File: config.mk
export PLATFORM = sky130hd
export DESIGN_NAME = cdb_arbiter
export DESIGN_NICKNAME = d
export VERILOG_FILES = /design/src/rtl/cdb_arbiter_pkg.sv /design/src/rtl/cdb_fifo.sv /design/src/rtl/cdb_arbiter.sv
export SDC_FILE = /design/constraint.sdc
export NUM_CORES = 1
export LEC_CHECK = 0
export ABC_AREA = 1
export BUFFER_PORTS_ARGS = -buffer_cell sky130_fd_sc_hd__clkbuf_2
export CORE_MARGIN = 8
export CORE_UTILIZATION = 35
export CTS_BUF_LIST = sky130_fd_sc_hd__clkbuf_2 sky130_fd_sc_hd__clkbuf_4 sky130_fd_sc_hd__clkbuf_8
export DETAILED_ROUTE_END_ITERATION = 6
export GPL_TIMING_DRIVEN = 0
export PLACE_DENSITY = 0.48
export SYNTH_ARGS = -nofsm -noshare
export SYNTH_HDL_FRONTEND = slang
export SYNTH_HIERARCHICAL = 1
export SYNTH_SLANG_ARGS = --single-unit
File: constraint.sdc
create_clock -name clk -period 7.28 [get_ports clk]
set_input_delay 0.364 -clock clk [delete_from_list [all_inputs] [get_ports clk]]
set_output_delay 0.364 -clock clk [all_outputs]
set_load 0.01 [all_outputs]
File: src/rtl/cdb_arbiter_pkg.sv
// Shared definitions for the CDB arbiter slice: default widths, source
// encoding on the bus, and the round-robin winner selection helper.
package cdb_arbiter_pkg;

    localparam int ROB_SIZE_WIDTH = 4;
    localparam int CDB_Q_DEPTH    = 4;

    // Encoding of cdb_src: which producer the broadcast came from.
    typedef enum logic {
        CDB_SRC_ALU = 1'b0,
        CDB_SRC_LSB = 1'b1
    } cdb_src_e;

    // Round-robin pick between two candidates: a lone candidate wins,
    // and when both compete the one not granted last time wins.
    function automatic cdb_src_e pick_winner(
        input logic     alu_cand,
        input logic     lsb_cand,
        input cdb_src_e last_grant
    );
        cdb_src_e w;
        if (alu_cand && lsb_cand) begin
            if (last_grant == CDB_SRC_ALU) begin
                w = CDB_SRC_LSB;
            end else begin
                w = CDB_SRC_ALU;
            end
        end else if (lsb_cand) begin
            w = CDB_SRC_LSB;
        end else begin
            w = CDB_SRC_ALU;
        end
        return w;
    endfunction

endpackage

File: src/rtl/cdb_fifo.sv
// Small tag+data FIFO used once per CDB result producer. A push to a full
// FIFO is dropped (the producer side is expected to honour the stall).
// clear empties the FIFO synchronously and overrides push/pop.
module cdb_fifo #(
    parameter int W     = 36,
    parameter int DEPTH = 4
) (
    input  logic                       clk,
    input  logic                       rst,
    input  logic                       clear,
    input  logic                       push,
    input  logic [W-1:0]               push_data,
    input  logic                       pop,
    output logic [W-1:0]               head,
    output logic                       empty,
    output logic [$clog2(DEPTH):0]     count
);

    localparam int PTR_W = $clog2(DEPTH);
    localparam int CNT_W = PTR_W + 1;

    logic [W-1:0]     mem_r [DEPTH];
    logic [PTR_W-1:0] wr_ptr_r;
    logic [PTR_W-1:0] rd_ptr_r;
    logic [CNT_W-1:0] count_r;
    logic             full_s;
    logic             do_push_s;
    logic             do_pop_s;

    // Qualify push/pop against the current occupancy.
    always_comb begin
        full_s    = (count_r == CNT_W'(DEPTH));
        do_push_s = push && !full_s;
        do_pop_s  = pop && (count_r != {CNT_W{1'b0}});
    end

    // Pointers and occupancy; pointers wrap naturally since DEPTH is a power of two.
    always_ff @(posedge clk or posedge rst) begin
        if (rst) begin
            wr_ptr_r <= {PTR_W{1'b0}};
            rd_ptr_r <= {PTR_W{1'b0}};
            count_r  <= {CNT_W{1'b0}};
        end else if (clear) begin
            wr_ptr_r <= {PTR_W{1'b0}};
            rd_ptr_r <= {PTR_W{1'b0}};
            count_r  <= {CNT_W{1'b0}};
        end else begin
            if (do_push_s) begin
                wr_ptr_r <= wr_ptr_r + PTR_W'(1);
            end
            if (do_pop_s) begin
                rd_ptr_r <= rd_ptr_r + PTR_W'(1);
            end
            case ({do_push_s, do_pop_s})
                2'b10:   count_r <= count_r + CNT_W'(1);
                2'b01:   count_r <= count_r - CNT_W'(1);
                default: count_r <= count_r;
            endcase
        end
    end

    // Storage array; contents are don't-care while empty, so no reset.
    always_ff @(posedge clk) begin
        if (do_push_s && !clear) begin
            mem_r[wr_ptr_r] <= push_data;
        end
    end

    assign head  = mem_r[rd_ptr_r];
    assign empty = (count_r == {CNT_W{1'b0}});
    assign count = count_r;

endmodule

File: src/rtl/cdb_arbiter.sv
// Common data bus arbiter: buffers ALU and LSB results in per-source FIFOs,
// grants one broadcast per cycle round-robin, and drives a registered bus.
// Optional feature macro: CDB_BYPASS_EN lets a result arriving at an empty
// FIFO compete for the bus at the same edge (one-cycle minimum latency).
import cdb_arbiter_pkg::*;

module cdb_arbiter #(
    parameter int ROB_W   = ROB_SIZE_WIDTH,
    parameter int DATA_W  = 32,
    parameter int Q_DEPTH = CDB_Q_DEPTH
) (
    input  logic              clk,
    input  logic              rst,
    input  logic              rdy,
    input  logic              rob_clear,
    input  logic              alu_ready,
    input  logic [ROB_W-1:0]  alu_rob_id,
    input  logic [DATA_W-1:0] alu_value,
    input  logic              lsb_ready,
    input  logic [ROB_W-1:0]  lsb_rob_id,
    input  logic [DATA_W-1:0] lsb_value,
    output logic              alu_stall,
    output logic              lsb_stall,
    output logic              cdb_valid,
    output logic [ROB_W-1:0]  cdb_rob_id,
    output logic [DATA_W-1:0] cdb_value,
    output logic              cdb_src
);

    localparam int ENTRY_W = ROB_W + DATA_W;
    localparam int CNT_W   = $clog2(Q_DEPTH) + 1;

    logic [ENTRY_W-1:0] alu_entry_s;
    logic [ENTRY_W-1:0] lsb_entry_s;
    logic [ENTRY_W-1:0] alu_head_s;
    logic [ENTRY_W-1:0] lsb_head_s;
    logic               alu_empty_s;
    logic               lsb_empty_s;
    logic [CNT_W-1:0]   alu_count_s;
    logic [CNT_W-1:0]   lsb_count_s;

    logic               active_s;
    logic               alu_byp_s;
    logic               lsb_byp_s;
    logic               alu_cand_s;
    logic               lsb_cand_s;
    logic               grant_s;
    cdb_src_e           winner_s;
    logic [ENTRY_W-1:0] win_entry_s;
    logic               alu_push_s;
    logic               alu_pop_s;
    logic               lsb_push_s;
    logic               lsb_pop_s;

    cdb_src_e           last_grant_r;
    cdb_src_e           last_grant_next_s;

    logic               cdb_valid_r;
    logic [ROB_W-1:0]   cdb_rob_id_r;
    logic [DATA_W-1:0]  cdb_value_r;
    cdb_src_e           cdb_src_r;

    assign alu_entry_s = {alu_rob_id, alu_value};
    assign lsb_entry_s = {lsb_rob_id, lsb_value};

    cdb_fifo #(.W(ENTRY_W), .DEPTH(Q_DEPTH)) u_alu_fifo (
        .clk       (clk),
        .rst       (rst),
        .clear     (rob_clear),
        .push      (alu_push_s),
        .push_data (alu_entry_s),
        .pop       (alu_pop_s),
        .head      (alu_head_s),
        .empty     (alu_empty_s),
        .count     (alu_count_s)
    );

    cdb_fifo #(.W(ENTRY_W), .DEPTH(Q_DEPTH)) u_lsb_fifo (
        .clk       (clk),
        .rst       (rst),
        .clear     (rob_clear),
        .push      (lsb_push_s),
        .push_data (lsb_entry_s),
        .pop       (lsb_pop_s),
        .head      (lsb_head_s),
        .empty     (lsb_empty_s),
        .count     (lsb_count_s)
    );

    // Candidate selection, winner mux and FIFO push/pop control for this edge.
    always_comb begin
        active_s = rdy && !rob_clear;
`ifdef CDB_BYPASS_EN
        alu_byp_s = alu_empty_s && alu_ready;
        lsb_byp_s = lsb_empty_s && lsb_ready;
`else
        alu_byp_s = 1'b0;
        lsb_byp_s = 1'b0;
`endif
        alu_cand_s = !alu_empty_s || alu_byp_s;
        lsb_cand_s = !lsb_empty_s || lsb_byp_s;
        grant_s    = active_s && (alu_cand_s || lsb_cand_s);
        winner_s   = pick_winner(alu_cand_s, lsb_cand_s, last_grant_r);

        win_entry_s = alu_head_s;
        if (winner_s == CDB_SRC_LSB) begin
            if (lsb_byp_s) begin
                win_entry_s = lsb_entry_s;
            end else begin
                win_entry_s = lsb_head_s;
            end
        end else begin
            if (alu_byp_s) begin
                win_entry_s = alu_entry_s;
            end else begin
                win_entry_s = alu_head_s;
            end
        end

        // A bypassed winner goes straight to the bus and is never stored.
        alu_pop_s  = grant_s && (winner_s == CDB_SRC_ALU) && !alu_empty_s;
        lsb_pop_s  = grant_s && (winner_s == CDB_SRC_LSB) && !lsb_empty_s;
        alu_push_s = active_s && alu_ready
                     && !(grant_s && (winner_s == CDB_SRC_ALU) && alu_byp_s);
        lsb_push_s = active_s && lsb_ready
                     && !(grant_s && (winner_s == CDB_SRC_LSB) && lsb_byp_s);
    end

    // Round-robin state: remembers the last granted source.
    always_ff @(posedge clk or posedge rst) begin
        if (rst) begin
            last_grant_r <= CDB_SRC_LSB;
        end else begin
            last_grant_r <= last_grant_next_s;
        end
    end

    // last_grant advances only when a broadcast is actually granted.
    always_comb begin
        last_grant_next_s = last_grant_r;
        if (grant_s) begin
            last_grant_next_s = winner_s;
        end else begin
            last_grant_next_s = last_grant_r;
        end
    end

    // Registered broadcast bus; payload holds when no winner, valid drops.
    always_ff @(posedge clk or posedge rst) begin
        if (rst) begin
            cdb_valid_r  <= 1'b0;
            cdb_rob_id_r <= {ROB_W{1'b0}};
            cdb_value_r  <= {DATA_W{1'b0}};
            cdb_src_r    <= CDB_SRC_ALU;
        end else if (rob_clear) begin
            cdb_valid_r <= 1'b0;
        end else if (rdy) begin
            if (grant_s) begin
                cdb_valid_r  <= 1'b1;
                cdb_src_r    <= winner_s;
                cdb_rob_id_r <= win_entry_s[ENTRY_W-1:DATA_W];
                cdb_value_r  <= win_entry_s[DATA_W-1:0];
            end else begin
                cdb_valid_r <= 1'b0;
            end
        end
    end

    // Stalls look at occupancy only so one in-flight result always has room.
    assign alu_stall  = (alu_count_s >= CNT_W'(Q_DEPTH - 1));
    assign lsb_stall  = (lsb_count_s >= CNT_W'(Q_DEPTH - 1));

    assign cdb_valid  = cdb_valid_r;
    assign cdb_rob_id = cdb_rob_id_r;
    assign cdb_value  = cdb_value_r;
    assign cdb_src    = cdb_src_r;

endmodule
==> impl_metrics.toml <==
[timing]
relSlewSlack_pct = 42.8
maxSlewViolCount = 0
tns_ps = 0
finalCriticalPeriod_ps = 2770
setup_ws_ps = 4510
finalSetupViolCount = 0
fin_worst_skew_ps = 13.9
period_share_pct = 38.0
rsz0062_at_grt = "false"
fmax_mhz = 362
worst_pin_slew_ps = 856
hold_violations = 0

[synthesis]
ys_types = 31
seq_area_frac_synth_pct = 73.3
yosysTopAreaCell = "edfxtp_1"
synth_edf_count = 288
synth_nets = 1146
ys_ff_latch = 341
synth_warnings = 6
synth_top_area_share_pct = 63.5
netlist_area_sq_mm = 0.0136
ys_top_cells_by_count = "288 x edfxtp_1, 155 x nor2_1, 148 x o21ai_0, 83 x nand3_1, 76 x nand2_1"
synthCells = 1058
avgSynthCellArea_sq_um = 12.9
async_flop_share_pct = 15.5
synthFlopType = "edfxtp_1"
synth_area_leaders = "edfxtp_1 64%, dfrtp_1 9.6%, o21ai_0 5.4%"
yosys.cell_count.top_type = "edfxtp_1"

[critical_path]
start_kind = "register"
crit_buf_inv = 7
cp.required_ps = 7750
cp_common_cell = "nand2_1"
worst_path_max_delay_cell = "dfrtp_1"
cp_top_family = "simple AND/OR/NAND/NOR gates"
crit_arrival_ps = 3240
max_stage_delay_ps = 440
ff2ff_path_depth = 19
regToRegEndpoint = "u_alu_fifo/count[2]"
rr_startpoint = "u_alu_fifo/count[1]"
cp-end-kind = "register"
worst-path-max-fanout = 10
path_cells = "nor2_2, nand2_1, inv_1, inv_1, nand2_1, buf_4, buf_2, a21oi_2, inv_1, a21oi_2, nand2_1, inv_1, fa_1, xnor2_1, inv_1, nand2_1, nand2_1, nand3_1, nand2_1"
criticalPathCategory = "register to register"
r2r_setup_slack_ps = 4510

[final_layout]
final_cell_area_sq_mm = 0.0170
fin_cells = 1875
antenna-diode-count = 0
drive_above_1_share_pct = 22.5
area_growth_pct = 24.9
layout.nets = 1397

[place]
dp_slack_ps = 4540
postPlaceCellArea_sq_mm = 0.0151
place_hpwl_mm = 25.1
dp.cells = 1701
gp_congestion = 0.766
numPortBuffers = 117

[min_path]
hp-class = "primary input to register"
whs_endpoint = "u_lsb_fifo/mem_r[2][27]"
whs_path_depth = 1
hp-start = "lsb_value[27]"

[detailed_routing]
vias = 9004
first_pass_iters = 5
wl_per_cell_um = 19.2
route.detailed.drc = 0
finalWirelength_mm = 36.0
drt_iter0_drc = 504
vias_per_cell = 4.80
drtAntennaViolNets = 0

[flow_run]
drv_cap = 0

[clock_tree]
htree_levels = 2
clk_path_buf_depth = 3
cts.repair.resized = 0
cts_inserted_buffers = 57
cts_tree = "yes"
hold_buffers = 67
clock-sinks = 341
root_buffer = "clkbuf_8"
clk_latency_ps = 590
path_clk_slew_ps = 70
cts_setup_buffers = 0

[die]
die_h_um = 213
die_w_um = 213
rows = 72
initial_core_util_pct = 35.3
dieArea_sq_mm = 0.0455
core_area_sq_mm = 0.0386
ios = 118

[power_and_ir_drop]
vdd_drop_max_mv = 0.134
powerDensity_mw_per_mm2 = 263
leakage_nw = 6.40
power_mw = 4.47

[global_route]
grt_pass1_wl_mm = 53.9
grt_pass1_vias = 8981
overflow = 0
grt_max_degree = 40
grtUsageTotal_pct = 15.7
antenna_found_initial = 0

[outcome]
outcome = "finished, final reports clean"
[cell usage in the layout, fill, tap and decap left out, types with 2 or more instances in the layout]
| cell | netlist | routed |
|---|---|---|
| clkbuf_2 | 4 | 121 |
| nand2_2 | 4 | 4 |
| nor2_8 | 2 | 2 |
| inv_1 | 31 | 30 |
| nor2_4 | 2 | 10 |
| buf_12 | 0 | 4 |
| o21ai_1 | 2 | 2 |
| nand3_1 | 83 | 83 |
| ha_1 | 8 | 8 |
| buf_16 | 0 | 4 |
| nand4_1 | 36 | 36 |
| buf_4 | 4 | 4 |
| edfxtp_1 | 288 | 288 |
| nand2_4 | 4 | 4 |
| inv_4 | 2 | 2 |
| buf_2 | 28 | 28 |
| o22ai_1 | 72 | 72 |
| o21ai_0 | 148 | 148 |
| nor2_1 | 155 | 147 |
| a21oi_1 | 4 | 4 |
| clkinv_1 | 2 | 10 |
| clkbuf_8 | 0 | 61 |
| dlygate4sd3_1 | 0 | 67 |
| buf_6 | 11 | 11 |
| clkinv_2 | 0 | 15 |
| bufinv_16 | 0 | 5 |
| nand2_1 | 76 | 76 |
| inv_2 | 6 | 7 |
| clkbuf_4 | 0 | 17 |
| fa_1 | 2 | 2 |
| a21o_1 | 2 | 2 |
| a21oi_2 | 3 | 3 |
| xnor2_1 | 2 | 2 |
| clkbuf_1 | 20 | 20 |
| dfrtp_1 | 52 | 52 |
| nand3b_1 | 2 | 2 |
| nor2_2 | 2 | 2 |
[cell type report]
cell class | instances | area, sq um
Timing Repair Buffer | 192 | 1450
Tap cell | 518 | 648
Fill cell | 3684 | 21600
Clock inverter | 29 | 263
Sequential cell | 341 | 9980
Clock buffer | 78 | 967
Buffer | 67 | 389
Multi-Input combinational cell | 609 | 3150
Inverter | 41 | 159
[metrics by stage]
stage	util, %	hold WS [ps]
3_3_place_gp	38.5	329
3_5_place_dp	39.2	342
2_1_floorplan	-	167
4_1_cts	44.1	1.79
5_1_grt	44.1	12.5
6_report	44.1	37.9
[metal layers]
layer  global-route usage [%]  wire length (um)  vias to the layer above
met5                        0                 0                        -
met4                     4.33               704                        0
met3                     2.74              1730                       57
met2                     25.5             17100                      214
met1                     21.4             16500                     4342
li1                         -                 -                     4391
[how the worst max path moves through the flow]
stage	start	to	depth (start not counted)
after floorplan	rob_clear	u_alu_fifo/mem_r[0][0]	7
after global placement	rob_clear	u_alu_fifo/mem_r[3][22]	8
after detailed placement	u_alu_fifo/count[1]	u_alu_fifo/count[2]	19
after CTS	u_alu_fifo/count[1]	u_alu_fifo/count[2]	19
after global routing	u_alu_fifo/count[1]	u_alu_fifo/count[2]	19
final	u_alu_fifo/count[1]	u_alu_fifo/count[2]	19
[logic make-up (layout without fill, tap and decap cells)]
group,count (synthesis),after routing,synth area share (%)
xor+xnor,2,2,0.129
flops,341,341,73.3
buf+inv,108,407,4.03
compound gates,231,231,9.27
fa+ha+maj,10,10,1.03
simple gates,366,366,12.3
[sequential cells by signal, indices dropped and copies added, names as in the netlist]
register,cells
u_alu_fifo/mem_r,144
u_lsb_fifo/mem_r,144
cdb_value,32
cdb_rob_id,4
u_alu_fifo/count,3
u_lsb_fifo/count,3
u_alu_fifo/rd_ptr_r,2
u_alu_fifo/wr_ptr_r,2
u_lsb_fifo/rd_ptr_r,2
u_lsb_fifo/wr_ptr_r,2
cdb_src,1
cdb_valid,1
last_grant_r,1
[where the power goes]
part | total (mW) | internal, mW | switching, mW
Combinational | 0.370 | 0.160 | 0.210
Sequential | 2.31 | 2.22 | 0.0919
Clock | 1.80 | 1.04 | 0.755
Total | 4.47 | 3.42 | 1.06
Power figures use the tool's default switching activity.
